--- config.mk ---
export PLATFORM = sky130hd
export DESIGN_NAME = dispatcher_fetch_sequencer
export DESIGN_NICKNAME = d
export VERILOG_FILES = /design/src/rtl/dispatcher_pkg.sv /design/src/rtl/exp_unpacker.sv /design/src/rtl/dispatcher_fetch_sequencer.sv
export SDC_FILE = /design/constraint.sdc
export NUM_CORES = 1
export LEC_CHECK = 0
export CORE_AREA = 2 2 321 323
export CTS_CLUSTER_DIAMETER = 50
export CTS_CLUSTER_SIZE = 8
export DETAILED_ROUTE_END_ITERATION = 12
export DIE_AREA = 0 0 323 325
export PLACE_DENSITY = 0.44
export REMOVE_ABC_BUFFERS = 1
export SETUP_SLACK_MARGIN = 0.05
export SYNTH_ARGS = -nofsm -noshare
export SYNTH_HDL_FRONTEND = slang
export SYNTH_HIERARCHICAL = 1
export SYNTH_SLANG_ARGS = --single-unit
--- constraint.sdc ---
create_clock -name i_clk -period 5.55 [get_ports i_clk]
set_input_delay 1.11 -clock i_clk [delete_from_list [all_inputs] [get_ports i_clk]]
set_output_delay 1.11 -clock i_clk [all_outputs]
set_load 0.03 [all_outputs]
--- src/rtl/dispatcher_pkg.sv ---
// Shared types and geometry for the fetch sequencer and its exponent unpacker.
package dispatcher_pkg;

  typedef enum logic [1:0] {
    ST_IDLE = 2'd0,
    ST_EXP  = 2'd1,
    ST_MAN  = 2'd2,
    ST_DONE = 2'd3
  } fetch_state_e;

  localparam int EXP_LINES  = 16;
  localparam int MAN_LINES  = 512;
  localparam int BEAT_W     = 11;
  // k = {packed line index, byte within line}
  localparam int EXP_IDX_W  = 4;
  localparam int BYTE_SEL_W = 5;
  localparam int UNPACK_W   = EXP_IDX_W + BYTE_SEL_W;

endpackage

--- src/rtl/exp_unpacker.sv ---
// Walks k over every packed exponent byte once per fetch and emits one aligned
// write per cycle to the side chosen for the current fetch.
module exp_unpacker #(
  parameter int DATA_WIDTH = 256
) (
  input  logic                  i_clk,
  input  logic                  i_reset_n,
  input  logic                  i_start,
  input  logic                  i_target,
  input  logic [DATA_WIDTH-1:0] i_rd_data,
  output logic [3:0]            o_rd_addr,
  output logic [8:0]            o_wr_addr,
  output logic [7:0]            o_wr_data,
  output logic                  o_left_wr_en,
  output logic                  o_right_wr_en,
  output logic                  o_done
);
  import dispatcher_pkg::*;

  logic                   arm_q;
  logic                   active_q;
  logic [UNPACK_W-1:0]    k_q;
  logic                   done_q;
  logic [UNPACK_W-1:0]    aw_addr_q;
  logic [7:0]             aw_data_q;
  logic                   left_en_q;
  logic                   right_en_q;
  logic [BYTE_SEL_W+2:0]  bit_lo;
  logic [7:0]             byte_sel;

  assign bit_lo    = {k_q[BYTE_SEL_W-1:0], 3'b000};
  assign byte_sel  = i_rd_data[bit_lo +: 8];
  assign o_rd_addr = k_q[UNPACK_W-1:BYTE_SEL_W];

  // arm_q adds the second cycle of delay between MAN entry and k=0
  always_ff @(posedge i_clk or negedge i_reset_n) begin
    if (!i_reset_n) begin
      arm_q      <= 1'b0;
      active_q   <= 1'b0;
      k_q        <= '0;
      done_q     <= 1'b0;
      aw_addr_q  <= '0;
      aw_data_q  <= '0;
      left_en_q  <= 1'b0;
      right_en_q <= 1'b0;
    end else begin
      arm_q      <= i_start;
      left_en_q  <= active_q & ~i_target;
      right_en_q <= active_q & i_target;
      if (active_q) begin
        aw_addr_q <= k_q;
        aw_data_q <= byte_sel;
      end
      if (arm_q) begin
        active_q <= 1'b1;
        k_q      <= '0;
      end else if (active_q) begin
        k_q <= k_q + UNPACK_W'(1);
        if (k_q == '1) active_q <= 1'b0;
      end
      if (i_start) done_q <= 1'b0;
      else if (active_q && k_q == '1) done_q <= 1'b1;
    end
  end

  assign o_wr_addr     = aw_addr_q;
  assign o_wr_data     = aw_data_q;
  assign o_left_wr_en  = left_en_q;
  assign o_right_wr_en = right_en_q;
  assign o_done        = done_q;

endmodule

--- src/rtl/dispatcher_fetch_sequencer.sv ---
// Accepts one fetch at a time, streams exponent then mantissa lines into the
// line buffer, and drives the exponent unpacker once the exponent lines are in.
module dispatcher_fetch_sequencer #(
  parameter int DATA_WIDTH = 256,
  parameter int EXP_LINES  = dispatcher_pkg::EXP_LINES,
  parameter int MAN_LINES  = dispatcher_pkg::MAN_LINES
) (
  input  logic                  i_clk,
  input  logic                  i_reset_n,
  input  logic                  i_fetch_valid,
  input  logic                  i_fetch_target,
  output logic                  o_fetch_ready,
  input  logic [DATA_WIDTH-1:0] i_line_data,
  input  logic                  i_line_valid,
  output logic                  o_line_ready,
  output logic [DATA_WIDTH-1:0] o_wr_data,
  output logic [10:0]           o_wr_addr,
  output logic                  o_wr_en,
  output logic                  o_wr_target,
  output logic [3:0]            o_exp_packed_rd_addr,
  output logic                  o_exp_packed_rd_target,
  input  logic [DATA_WIDTH-1:0] i_exp_packed_rd_data,
  output logic [8:0]            o_left_exp_aligned_wr_addr,
  output logic [7:0]            o_left_exp_aligned_wr_data,
  output logic                  o_left_exp_aligned_wr_en,
  output logic [8:0]            o_right_exp_aligned_wr_addr,
  output logic [7:0]            o_right_exp_aligned_wr_data,
  output logic                  o_right_exp_aligned_wr_en,
  output logic                  o_busy,
  output logic                  o_done
);
  import dispatcher_pkg::*;

  localparam logic [BEAT_W-1:0] LAST_EXP = BEAT_W'(EXP_LINES - 1);
  localparam logic [BEAT_W-1:0] TOTAL    = BEAT_W'(EXP_LINES + MAN_LINES);

  fetch_state_e          state_q;
  logic [BEAT_W-1:0]     beat_q;
  logic                  target_q;
  logic                  start_q;
  logic                  busy_q;
  logic                  ready_q;
  logic                  done_q;
  logic                  wr_en_q;
  logic [BEAT_W-1:0]     wr_addr_q;
  logic [DATA_WIDTH-1:0] wr_data_q;
  logic                  wr_target_q;
  logic                  line_ready;
  logic                  line_acc;
  logic                  fetch_acc;
  logic                  unp_done;
  logic [8:0]            aw_addr;
  logic [7:0]            aw_data;

  // beat_q < TOTAL is the same as "mantissa count below MAN_LINES" in MAN
  assign line_ready = (state_q == ST_EXP) || (state_q == ST_MAN && beat_q < TOTAL);
  assign line_acc   = i_line_valid & line_ready;
  assign fetch_acc  = i_fetch_valid & ready_q;

  always_ff @(posedge i_clk or negedge i_reset_n) begin
    if (!i_reset_n) begin
      state_q  <= ST_IDLE;
      beat_q   <= '0;
      target_q <= 1'b0;
      start_q  <= 1'b0;
      busy_q   <= 1'b0;
      ready_q  <= 1'b1;
      done_q   <= 1'b0;
    end else begin
      start_q <= 1'b0;
      done_q  <= 1'b0;
      case (state_q)
        ST_IDLE: begin
          if (fetch_acc) begin
            target_q <= i_fetch_target;
            beat_q   <= '0;
            state_q  <= ST_EXP;
            busy_q   <= 1'b1;
            ready_q  <= 1'b0;
          end
        end
        ST_EXP: begin
          if (line_acc) begin
            beat_q <= beat_q + BEAT_W'(1);
            if (beat_q == LAST_EXP) begin
              state_q <= ST_MAN;
              start_q <= 1'b1;
            end
          end
        end
        ST_MAN: begin
          if (line_acc) beat_q <= beat_q + BEAT_W'(1);
          // beat_q == TOTAL: the final mantissa write is on the outputs now
          if (beat_q == TOTAL && unp_done) begin
            state_q <= ST_DONE;
            done_q  <= 1'b1;
          end
        end
        default: begin
          state_q <= ST_IDLE;
          busy_q  <= 1'b0;
          ready_q <= 1'b1;
        end
      endcase
    end
  end

  always_ff @(posedge i_clk or negedge i_reset_n) begin
    if (!i_reset_n) begin
      wr_en_q     <= 1'b0;
      wr_addr_q   <= '0;
      wr_data_q   <= '0;
      wr_target_q <= 1'b0;
    end else begin
      wr_en_q <= line_acc;
      if (line_acc) begin
        wr_addr_q   <= beat_q;
        wr_data_q   <= i_line_data;
        wr_target_q <= target_q;
      end
    end
  end

  exp_unpacker #(
    .DATA_WIDTH(DATA_WIDTH)
  ) u_exp_unpacker (
    .i_clk        (i_clk),
    .i_reset_n    (i_reset_n),
    .i_start      (start_q),
    .i_target     (target_q),
    .i_rd_data    (i_exp_packed_rd_data),
    .o_rd_addr    (o_exp_packed_rd_addr),
    .o_wr_addr    (aw_addr),
    .o_wr_data    (aw_data),
    .o_left_wr_en (o_left_exp_aligned_wr_en),
    .o_right_wr_en(o_right_exp_aligned_wr_en),
    .o_done       (unp_done)
  );

  assign o_fetch_ready               = ready_q;
  assign o_line_ready                = line_ready;
  assign o_wr_data                   = wr_data_q;
  assign o_wr_addr                   = wr_addr_q;
  assign o_wr_en                     = wr_en_q;
  assign o_wr_target                 = wr_target_q;
  assign o_exp_packed_rd_target      = target_q;
  assign o_left_exp_aligned_wr_addr  = aw_addr;
  assign o_left_exp_aligned_wr_data  = aw_data;
  assign o_right_exp_aligned_wr_addr = aw_addr;
  assign o_right_exp_aligned_wr_data = aw_data;
  assign o_busy                      = busy_q;
  assign o_done                      = done_q;

endmodule

==> results of run 1 <==
## power by group through the flow
stage / Clock [mW] / Combinational (mW) / Sequential [mW]
6_report: 3.63 / 8.16 / 4.06
5_1_grt: 3.88 / 8.86 / 4.20
4_1_cts: 3.78 / 8.37 / 4.08
3_5_place_dp: 0 / 8.37 / 4.09
3_3_place_gp: 0 / 8.37 / 4.07
2_1_floorplan: 0 / 2.36 / 6.00
## metal layers
metal	GRT usage (%)	share of wire, %	vias to the layer above
met4	4.20	2.9	6
met3	4.79	9.2	108
li1	-	-	6713
met5	0	0.060	-
met2	22.1	50	537
met1	13.4	37	6624
## stage by stage
stage | worst slack [ns] | TNS [ns] | area (sq um)
global placement | 1.85 | 0 | 24300
global route | 1.53 | 0 | 26300
CTS | 1.58 | 0 | 26300
finish | 1.65 | 0 | 26300
floorplan | -11.56 | -3097.46 | 14000
detailed placement | 1.81 | 0 | 24300
## worst max-delay path by stage
stage                     depth (start not counted)  slack [ns]                   from                          to
after floorplan                                   5      -11.56           i_line_valid       beat_q[2]$_DFFE_PN0P_
after global placement                            7        1.85           i_line_valid  o_wr_data[137]$_DFFE_PN0N_
after detailed placement                          7        1.81           i_line_valid  o_wr_data[219]$_DFFE_PN0N_
after CTS                                         4        1.58  beat_q[7]$_DFFE_PN0P_                o_line_ready
after global routing                              4        1.53  beat_q[7]$_DFFE_PN0P_                o_line_ready
final                                             4        1.65  beat_q[7]$_DFFE_PN0P_                o_line_ready
## cell type report
cell class	count	area, sq um	area share [%]
antenna	4	10.0	0.0381
clock buffer	76	1680	6.41
clock inverter	29	309	1.18
inverter	27	109	0.414
multi-input combinational	1118	5970	22.7
sequential	318	7960	30.3
tap	1368	1710	6.52
timing repair buffer	848	8510	32.4
## worst reg2reg max path, stage by stage (launching register included)
cell,delay (ns)
dfrtp_1,0.38
inv_1,0.10
ha_1,0.26
nor4bb_1,0.46
a211oi_4,0.21
inv_8,0.59
buf_12,0.51
nand2_1,0.15
nand2_1,0.07
## sequential cells by signal (all words and copies together), names as in the netlist
signal / cells
o_wr_data: 256
beat_q: 11
o_wr_addr: 11
u_exp_unpacker/k_q: 9
u_exp_unpacker/o_wr_addr: 9
u_exp_unpacker/o_wr_data: 8
state_q: 2
o_busy: 1
o_done: 1
o_exp_packed_rd_target: 1
o_fetch_ready: 1
o_wr_en: 1
o_wr_target: 1
start_q: 1
u_exp_unpacker/active_q: 1
u_exp_unpacker/arm_q: 1
u_exp_unpacker/o_done: 1
u_exp_unpacker/o_left_wr_en: 1
u_exp_unpacker/o_right_wr_en: 1
## kinds of logic after synthesis
family | after synthesis | synth area share (%)
xor+xnor | 6 | 0.359
mux | 109 | 10.5
compound gates | 111 | 5.45
flops | 318 | 54.3
buf+inv | 143 | 4.99
fa+ha+maj | 7 | 0.598
simple gates | 885 | 23.8
## cell usage after synthesis (4+ instances only)
master	instances	share of area, %
a21oi_1	7	0.24
a22o_1	16	0.96
a22oi_1	29	1.5
and2_1	6	0.26
buf_1	11	0.28
buf_2	42	1.4
buf_4	25	1.3
clkbuf_1	34	0.87
dfrtp_1	317	54
ha_1	7	0.60
inv_1	26	0.67
mux2_2	9	0.69
mux2i_1	67	4.6
mux4_1	8	1.4
mux4_2	24	3.7
nand2_1	802	21
nand3_1	21	0.72
nand4_1	10	0.43
nor2_1	15	0.38
nor2b_1	8	0.34
nor3_1	4	0.14
nor4_1	4	0.17
o2111ai_1	8	0.48
o211ai_1	6	0.31
o21ai_0	24	0.82
o21ai_1	10	0.34
or3_1	4	0.17
xor2_1	4	0.24
==> metrics.txt, run 1 <==
worst hold slack=around 0.38 ns; routed length per instance=between 15 and 20 um; Hold Violations, Final=0; first-pass GRT wire length=around 98,000 um; Vias/cell=around 3.7; sequential share of the synthesized area=a little over half; synthesis-to-finish area growth=79.3%; Arrival @ worst endpoint=2.79 ns; CP max stage delay=approximately 0.76 ns; hold depth=0; ys async rst share=100%; FILL cells=between 10,000 and 15,000; total CTS buffers=61; Mean Syn Cell Area=between 9 and 10 sq um; Hold Path Sink=u_exp_unpacker/arm_q$_DFF_PN0_; TritonRoute pass-1 iters=5; Max Cap Viol=0; post-CTS sizing=0; CTS tree=built; post-CTS setup buffers=0; Final nets=just under 3,000; Synth Register Bits=around 320; period utilization=70.3%; endpoints failing setup=0; pin slew with the least headroom to its limit=1.10 ns; vias=14,000; antenna violations before repair=6; Int Pwr=8.79 mW; Syn. warnings=6; CTS Root Cell=clkbuf_16; R2R Setup Slk=2.77 ns; post-route ant nets=0; RSZ-0062 raised after global routing=no; total wire length=67,800 um; clk sinks=around 320; vias in the first global route=14,500; Critical Path End Type=output pin; initial core utilization=between 10% and 20%; Die X=323 um; DRC viols=0; f_max=around 260 MHz; final core utilization=between 20% and 30%; share of layout cells above drive strength 1=6.83%; Netlist cell types=52; RR Endpoint=o_wr_data[219]$_DFFE_PN0N_; H-tree Lvls=2; Slowest cell on crit path=clkdlybuf4s50_1; Cell Pwr Density=around 600 nW/um^2; Synth Cell Area=around 15,000 sq um; final slew viol count=0; commonest non-fill, non-tap cell in the layout=clkdlybuf4s50_1; minimum clock period=3.90 ns; count of non-filler cells in the finished layout=about 3,800; Slew headroom=between 20% and 30%; cells after synthesis=approximately 1,600; top_reg_cell synth=dfrtp_1; Port-buffer cells=830; Worst Path Max Fanout=7; LEAKAGE=11.5 nW; Min-Delay Startpoint=start_q$_DFF_PN0_; final clock skew=0.0505 ns; combinational fraction of design power=51.5%; DP HPWL=around 50,000 um; WS Path Type=register to output pin; largest net degree at the start of global routing=136; core area=101,000 sq um; RePlAce Congestion=roughly 0.78; I/O pins=831; Power, Total=~16 mW; Peak supply drop=just under 0.5 mV; r2r worst-path depth=8; switch share=around 44%; reg-to-reg critical path startpoint=state_q[0]$_DFFE_PN0P_; most frequent cells in the layout=clkdlybuf4s50_1, nand2_1, dfrtp_1, mux2i_1, clkbuf_16; CTS hold repair buffers=0; die area=approximately 100,000 sq um; HP Class=register to register; startpoint types=register; global-route congestion overflow total=0; EDFF count, synth=0; Die Height=325 um; clock power share=between 20% and 30%; Global Route Usage Sum=~12%; Seq pwr share=between 20% and 30%; num rows=between 100 and 150; P_sw=about 7.0 mW; Worst Path Buf+Inv=1; Crit path max-delay family=buffers and inverters; clock transition at the registers of the reported paths=0.05 ns; dpl cells=approximately 3,700; Clock Path Buffers=3; status=complete, no violations; CP cell instances=or4_4, o21ai_0, a31o_2, clkdlybuf4s50_1; worst path required time=4.44 ns; Clock Latency Late Sink=roughly 0.64 ns; initial DRC count=557
No activity file was read; power rests on OpenSTA's default activity.
==> run 2, diff against run 1 <==
--- a/config.mk
+++ b/config.mk
@@ -5,11 +5,11 @@
 export SDC_FILE = /design/constraint.sdc
 export NUM_CORES = 1
 export LEC_CHECK = 0
-export CORE_AREA = 2 2 321 323
+export CORE_AREA = 2 2 324 326
 export CTS_CLUSTER_DIAMETER = 50
 export CTS_CLUSTER_SIZE = 8
 export DETAILED_ROUTE_END_ITERATION = 12
-export DIE_AREA = 0 0 323 325
+export DIE_AREA = 0 0 326 328
 export PLACE_DENSITY = 0.44
 export REMOVE_ABC_BUFFERS = 1
 export SETUP_SLACK_MARGIN = 0.05
==> constraint.sdc (replaced) <==
create_clock -name i_clk -period 3.87 [get_ports i_clk]
set_input_delay 0.774 -clock i_clk [delete_from_list [all_inputs] [get_ports i_clk]]
set_output_delay 0.774 -clock i_clk [all_outputs]
set_load 0.03 [all_outputs]
==> metrics.txt, run 2 (synthesis results as in run 1) <==
status=complete, no violations (unchanged); vias in the first global route=14,400 (was 14,500); f_max=approximately 280 MHz; post-route ant nets=0 (unchanged); Port-buffer cells=830 (unchanged); RePlAce Congestion=0.813 (was 0.776); CTS hold repair buffers=0 (unchanged); final clock skew=0.0436 ns (was 0.0505 ns); H-tree Lvls=2 (unchanged); Clock Path Buffers=3 (unchanged); Slew headroom=38.1% (was 26.6%); endpoints failing setup=0 (unchanged); RSZ-0062 raised after global routing=no (unchanged); WL met3=5360 um (was 6240 um); CTS Root Cell=clkbuf_16 (unchanged); commonest non-fill, non-tap cell in the layout=clkdlybuf4s50_1 (unchanged); final setup TNS=0 ns (unchanged); Peak supply drop=0.525 mV (was 0.484 mV); share of layout cells above drive strength 1=7.29% (was 6.83%); reg-to-reg critical path startpoint=state_q[0]$_DFFE_PN0P_ (unchanged); global-route congestion overflow total=0 (unchanged); Place WS=0.702 ns (was 1.81 ns); WS Path Type=register to output pin (unchanged); Hold Violations, Final=0 (unchanged); clk sinks=318 (unchanged); worst setup path startpoint=beat_q[7]$_DFFE_PN0P_ (unchanged); P_sw=10.1 mW (was 7.05 mW); LEAKAGE=11.6 nW (was 11.5 nW); largest net degree at the start of global routing=130 (was 136); WL met1=26,200 um (was 25,400 um); I/O pins=831 (unchanged); initial DRC count=452 (was 557); combinational fraction of design power=52.1% (was 51.5%); Die X=326 um (was 323 um); Critical Path End Type=output pin (unchanged); pin slew with the least headroom to its limit=0.926 ns (was 1.10 ns); worst path required time=3.10 ns (was 4.44 ns); clock transition at the registers of the reported paths=0.05 ns (about the same); fin worst setup slack=0.329 ns (was 1.65 ns); DRC viols=0 (unchanged); Arrival @ worst endpoint=2.77 ns (was 2.79 ns); HP Class=input port to async pin (was register to register); final slew viol count=0 (unchanged); initial core utilization=14.2% (was 14.5%); startpoint types=register (unchanged); num rows=118 (was 117); Clock Latency Late Sink=0.64 ns (about the same); Max Cap Viol=0 (unchanged); total wire length=66,900 um (was 67,800 um); die area=107,000 sq um (was 105,000 sq um); Cell Pwr Density=871 nW/um^2 (was 603 nW/um^2); Die Height=328 um (was 325 um); Final nets=2,912 (was 2,898); met2 wire length=34,200 um (about the same); post-CTS setup buffers=0 (unchanged); total CTS buffers=60 (was 61); Largest register FFs=256 (unchanged); routed length per instance=17.6 um (was 17.9 um); most frequent cells in the layout=clkdlybuf4s50_1, nand2_1, dfrtp_1, mux2i_1, clkbuf_16 (unchanged); Global Route Usage Sum=12.1% (was 12.4%); post-CTS sizing=0 (unchanged); Seq pwr share=25.0% (was 25.6%); first-pass GRT wire length=97,600 um (was 97,900 um); Vias/cell=3.65 (was 3.69); vias=13,900 (was 14,000); antenna violations before repair=5 (was 6); switch share=43.8% (was 44.5%); DR top layer=met5 (unchanged); TritonRoute pass-1 iters=5 (unchanged); synthesis-to-finish area growth=80.9% (was 79.3%); core area=103,000 sq um (was 101,000 sq um); minimum clock period=between 3 and 4 ns; CTS tree=built (unchanged); period utilization=91.5%; Int Pwr=13.0 mW (was 8.79 mW); clock power share=22.9% (about the same); DP HPWL=50,900 um (was 50,400 um); Worst Path Max Fanout=7 (unchanged); Power, Total=23.1 mW (was 15.8 mW)
## run 2: changes by cell type in the layout (fill, tap and decap cells not counted)
cell        before  now
buf_4           13   21
buf_12           5   12
clkinv_2        14    8
bufinv_16        4    7
clkbuf_16       62   60
clkinv_4         3    1
clkinvlp_4       5    7
clkbuf_1         6    5
clkbuf_8         8    9
diode_2          4    3
inv_6            1    2
## run 2: power groups by stage
stage	Clock, mW	Sequential, mW	Combinational [mW]
after floorplan	0	8.58	2.85
after global placement	0	5.81	12.3
after detailed placement	0	5.81	12.4
after CTS	5.51	5.80	12.4
after global routing	5.65	5.98	13.1
final	5.29	5.77	12.0
## run 2: routing by layer
layer / global-route usage, % / vias to the layer above
met5: 0 / -
met4: 2.93 / 2
met3: 4.39 / 68
met2: 21.5 / 505
met1: 13.6 / 6570
li1: - / 6743
## run 2: path summary, 6_finish.rpt
path	to	slack [ns]	depth (start not counted)
worst max-delay path	o_line_ready	0.33	4
worst max register to register	o_wr_data[146]$_DFFE_PN0N_	1.30	8
worst min-delay path	o_wr_data[100]$_DFFE_PN0N_	0.13	1
min in group i_clk	u_exp_unpacker/arm_q$_DFF_PN0_	0.37	0
max in group asynchronous	o_wr_addr[5]$_DFFE_PN0N_	2.78	2
worst min register to register	u_exp_unpacker/arm_q$_DFF_PN0_	0.37	0
## run 2: critical path: stages (launching register included)
cell	delay [ns]
dfrtp_1	0.45
or4_4	0.59
o21ai_0	0.19
a31o_2	0.19
clkdlybuf4s50_1	0.74
## run 2: metrics by stage
step | hold slack [ns] | instances | instance area (sq um) | utilization, %
finish | 0.131 | 3810 | 26500 | 25.7
global placement | 0.361 | 3706 | 24500 | 23.7
global route | 0.137 | 3809 | 26500 | 25.7
detailed placement | 0.361 | 3706 | 24500 | 23.7
floorplan | 0.354 | 1463 | 14000 | -
CTS | 0.109 | 3807 | 26500 | 25.7
## run 2: layout make-up
cell class | count | area [sq um]
flip-flops and latches | 318 | 7960
clock inverters | 27 | 375
fillers | 11100 | 76700
multi-input cells | 1118 | 5970
diodes | 3 | 7.51
clock buffers | 74 | 1640
repair buffers | 863 | 8710
well taps | 1380 | 1730
inverters | 27 | 109
==> run 3, diff against run 2 <==
--- a/config.mk
+++ b/config.mk
@@ -5,11 +5,11 @@
 export SDC_FILE = /design/constraint.sdc
 export NUM_CORES = 1
 export LEC_CHECK = 0
-export CORE_AREA = 2 2 324 326
+export CORE_AREA = 2 2 322 324
 export CTS_CLUSTER_DIAMETER = 50
 export CTS_CLUSTER_SIZE = 8
 export DETAILED_ROUTE_END_ITERATION = 12
-export DIE_AREA = 0 0 326 328
+export DIE_AREA = 0 0 324 326
 export PLACE_DENSITY = 0.44
 export REMOVE_ABC_BUFFERS = 1
 export SETUP_SLACK_MARGIN = 0.05
==> metrics.txt, run 3 (synthesis results as in run 1) <==
status=complete, no violations (unchanged); Clock Path Buffers=3 (unchanged); Vias/cell=3.65 (about the same); routed length per instance=17.8 um (was 17.6 um); total wire length=68,300 um (was 66,900 um); Arrival @ worst endpoint=2.71 ns (was 2.77 ns); Crit path max-delay family=buffers and inverters (unchanged); pin slew with the least headroom to its limit=1.13 ns (was 0.926 ns); CTS hold repair buffers=0 (unchanged); Clock Latency Late Sink=0.62 ns (was 0.64 ns); Slew headroom=24.2% (was 38.1%); CP cell instances=or4_4, o21ai_0, a31o_2, clkdlybuf4s50_1 (unchanged); TritonRoute pass-1 iters=4 (was 5); RePlAce Congestion=0.810 (was 0.813); Critical Path End Type=output pin (unchanged); Die X=324 um (was 326 um); Worst Path Buf+Inv=1 (unchanged); Port-buffer cells=830 (unchanged); startpoint types=register (unchanged); vias in the first global route=14,700 (was 14,400); Slowest cell on crit path=clkdlybuf4s50_1 (unchanged); H-tree Lvls=3 (was 2); vias=14,000 (was 13,900); CTS Root Cell=clkbuf_16 (unchanged); Largest register FFs=256 (unchanged); post-route ant nets=0 (unchanged); Worst Path Max Fanout=7 (unchanged); CTS tree=built (unchanged); Global Route Usage Sum=12.5% (was 12.1%); DP HPWL=52,300 um (was 50,900 um); worst hold slack=0.195 ns (was 0.131 ns); Die Height=326 um (was 328 um); f_max=287 MHz (was 282 MHz); Hold Violations, Final=0 (unchanged); global-route congestion overflow total=0 (unchanged); most frequent cells in the layout=clkdlybuf4s50_1, nand2_1, dfrtp_1, mux2i_1, clkbuf_16 (unchanged); endpoints failing setup=0 (unchanged); first-pass GRT wire length=97,200 um (was 97,600 um); clock transition at the registers of the reported paths=0.05 ns (about the same); clk sinks=318 (unchanged); register area=7960 sq um (unchanged); initial core utilization=14.3% (was 14.2%); RSZ-0062 raised after global routing=no (unchanged); period utilization=89.9% (was 91.5%); Power, Total=23.4 mW (was 23.1 mW); worst path required time=3.10 ns (about the same); Max Cap Viol=0 (unchanged); synthesis-to-finish area growth=82.1% (was 80.9%); post-CTS sizing=0 (unchanged); Peak supply drop=0.563 mV (was 0.525 mV); WS Path Type=register to output pin (unchanged); largest net degree at the start of global routing=102 (was 130); commonest non-fill, non-tap cell in the layout=clkdlybuf4s50_1 (unchanged); core area=103,000 sq um (about the same); num rows=118 (unchanged); HP Class=input port to async pin (unchanged); FILL cells=11,100 (about the same); antenna violations before repair=5 (unchanged); die area=106,000 sq um (was 107,000 sq um); final clock skew=0.0427 ns (was 0.0436 ns); total CTS buffers=66 (was 60); DRC viols=0 (unchanged); CP max stage delay=0.72 ns (was 0.74 ns); initial DRC count=492 (was 452); Final nets=2,923 (was 2,912); post-CTS setup buffers=0 (unchanged); final slew viol count=0 (unchanged); minimum clock period=3.48 ns (was 3.54 ns); Cell Pwr Density=875 nW/um^2 (was 871 nW/um^2); final core utilization=26.0% (was 25.7%); I/O pins=831 (unchanged); share of layout cells above drive strength 1=7.85% (was 7.29%); LEAKAGE=11.7 nW (was 11.6 nW); Multi-input gate area=5970 sq um (unchanged)
-- run 3: per-stage QoR --
step           instance area [sq um]  cells  TNS (ns)  worst slack [ns]
6_report                       26700   3831         0             0.389
5_1_grt                        26700   3830         0             0.225
4_1_cts                        26700   3827         0             0.290
3_5_place_dp                   24500   3711         0             0.753
3_3_place_gp                   24500   3711         0             0.782
2_1_floorplan                  14000   1463  -3485.17            -12.90
-- run 3: worst paths after layout --
path | from | to | slack [ns] | depth (start not counted)
worst max-delay path | beat_q[7]$_DFFE_PN0P_ | o_line_ready | 0.39 | 4
worst min-delay path | i_reset_n | o_wr_data[175]$_DFFE_PN0N_ | 0.19 | 1
worst max register to register | state_q[0]$_DFFE_PN0P_ | o_wr_data[100]$_DFFE_PN0N_ | 1.37 | 8
worst min register to register | start_q$_DFF_PN0_ | u_exp_unpacker/arm_q$_DFF_PN0_ | 0.37 | 0
max in group asynchronous | i_reset_n | o_wr_data[171]$_DFFE_PN0N_ | 2.83 | 2
min in group i_clk | start_q$_DFF_PN0_ | u_exp_unpacker/arm_q$_DFF_PN0_ | 0.37 | 0
-- run 3: power breakdown --
group | switching, mW | internal (mW) | leakage [nW]
Sequential | 0.896 | 4.87 | 3.96
Clock | 2.02 | 3.58 | 1.04
Combinational | 7.40 | 4.60 | 6.69
-- run 3: worst reg2reg max path: stages, from the launching register on --
cell	delay, ns
dfrtp_1	0.34
inv_1	0.07
ha_1	0.26
nor4bb_1	0.17
a211oi_4	0.55
buf_12	0.31
buf_12	0.48
nand2_1	0.20
nand2_1	0.07
-- run 3: layout make-up --
type	instances	share of cell area [%]
Sequential cell	318	29.8
Clock inverter	33	1.43
Multi-Input combinational cell	1118	22.4
Timing Repair Buffer	868	32.7
Clock buffer	83	6.73
Antenna cell	4	0.0375
Tap cell	1380	6.47
Inverter	27	0.408
-- run 3: metal layers --
| metal | wire length (um) | GRT usage (%) | up-vias |
|---|---|---|---|
| met1 | 24800 | 13.1 | 6586 |
| met5 | 17 | 0 | - |
| li1 | - | - | 6776 |
| met4 | 1780 | 4.59 | 4 |
| met3 | 6760 | 4.94 | 99 |
| met2 | 34900 | 22.2 | 528 |
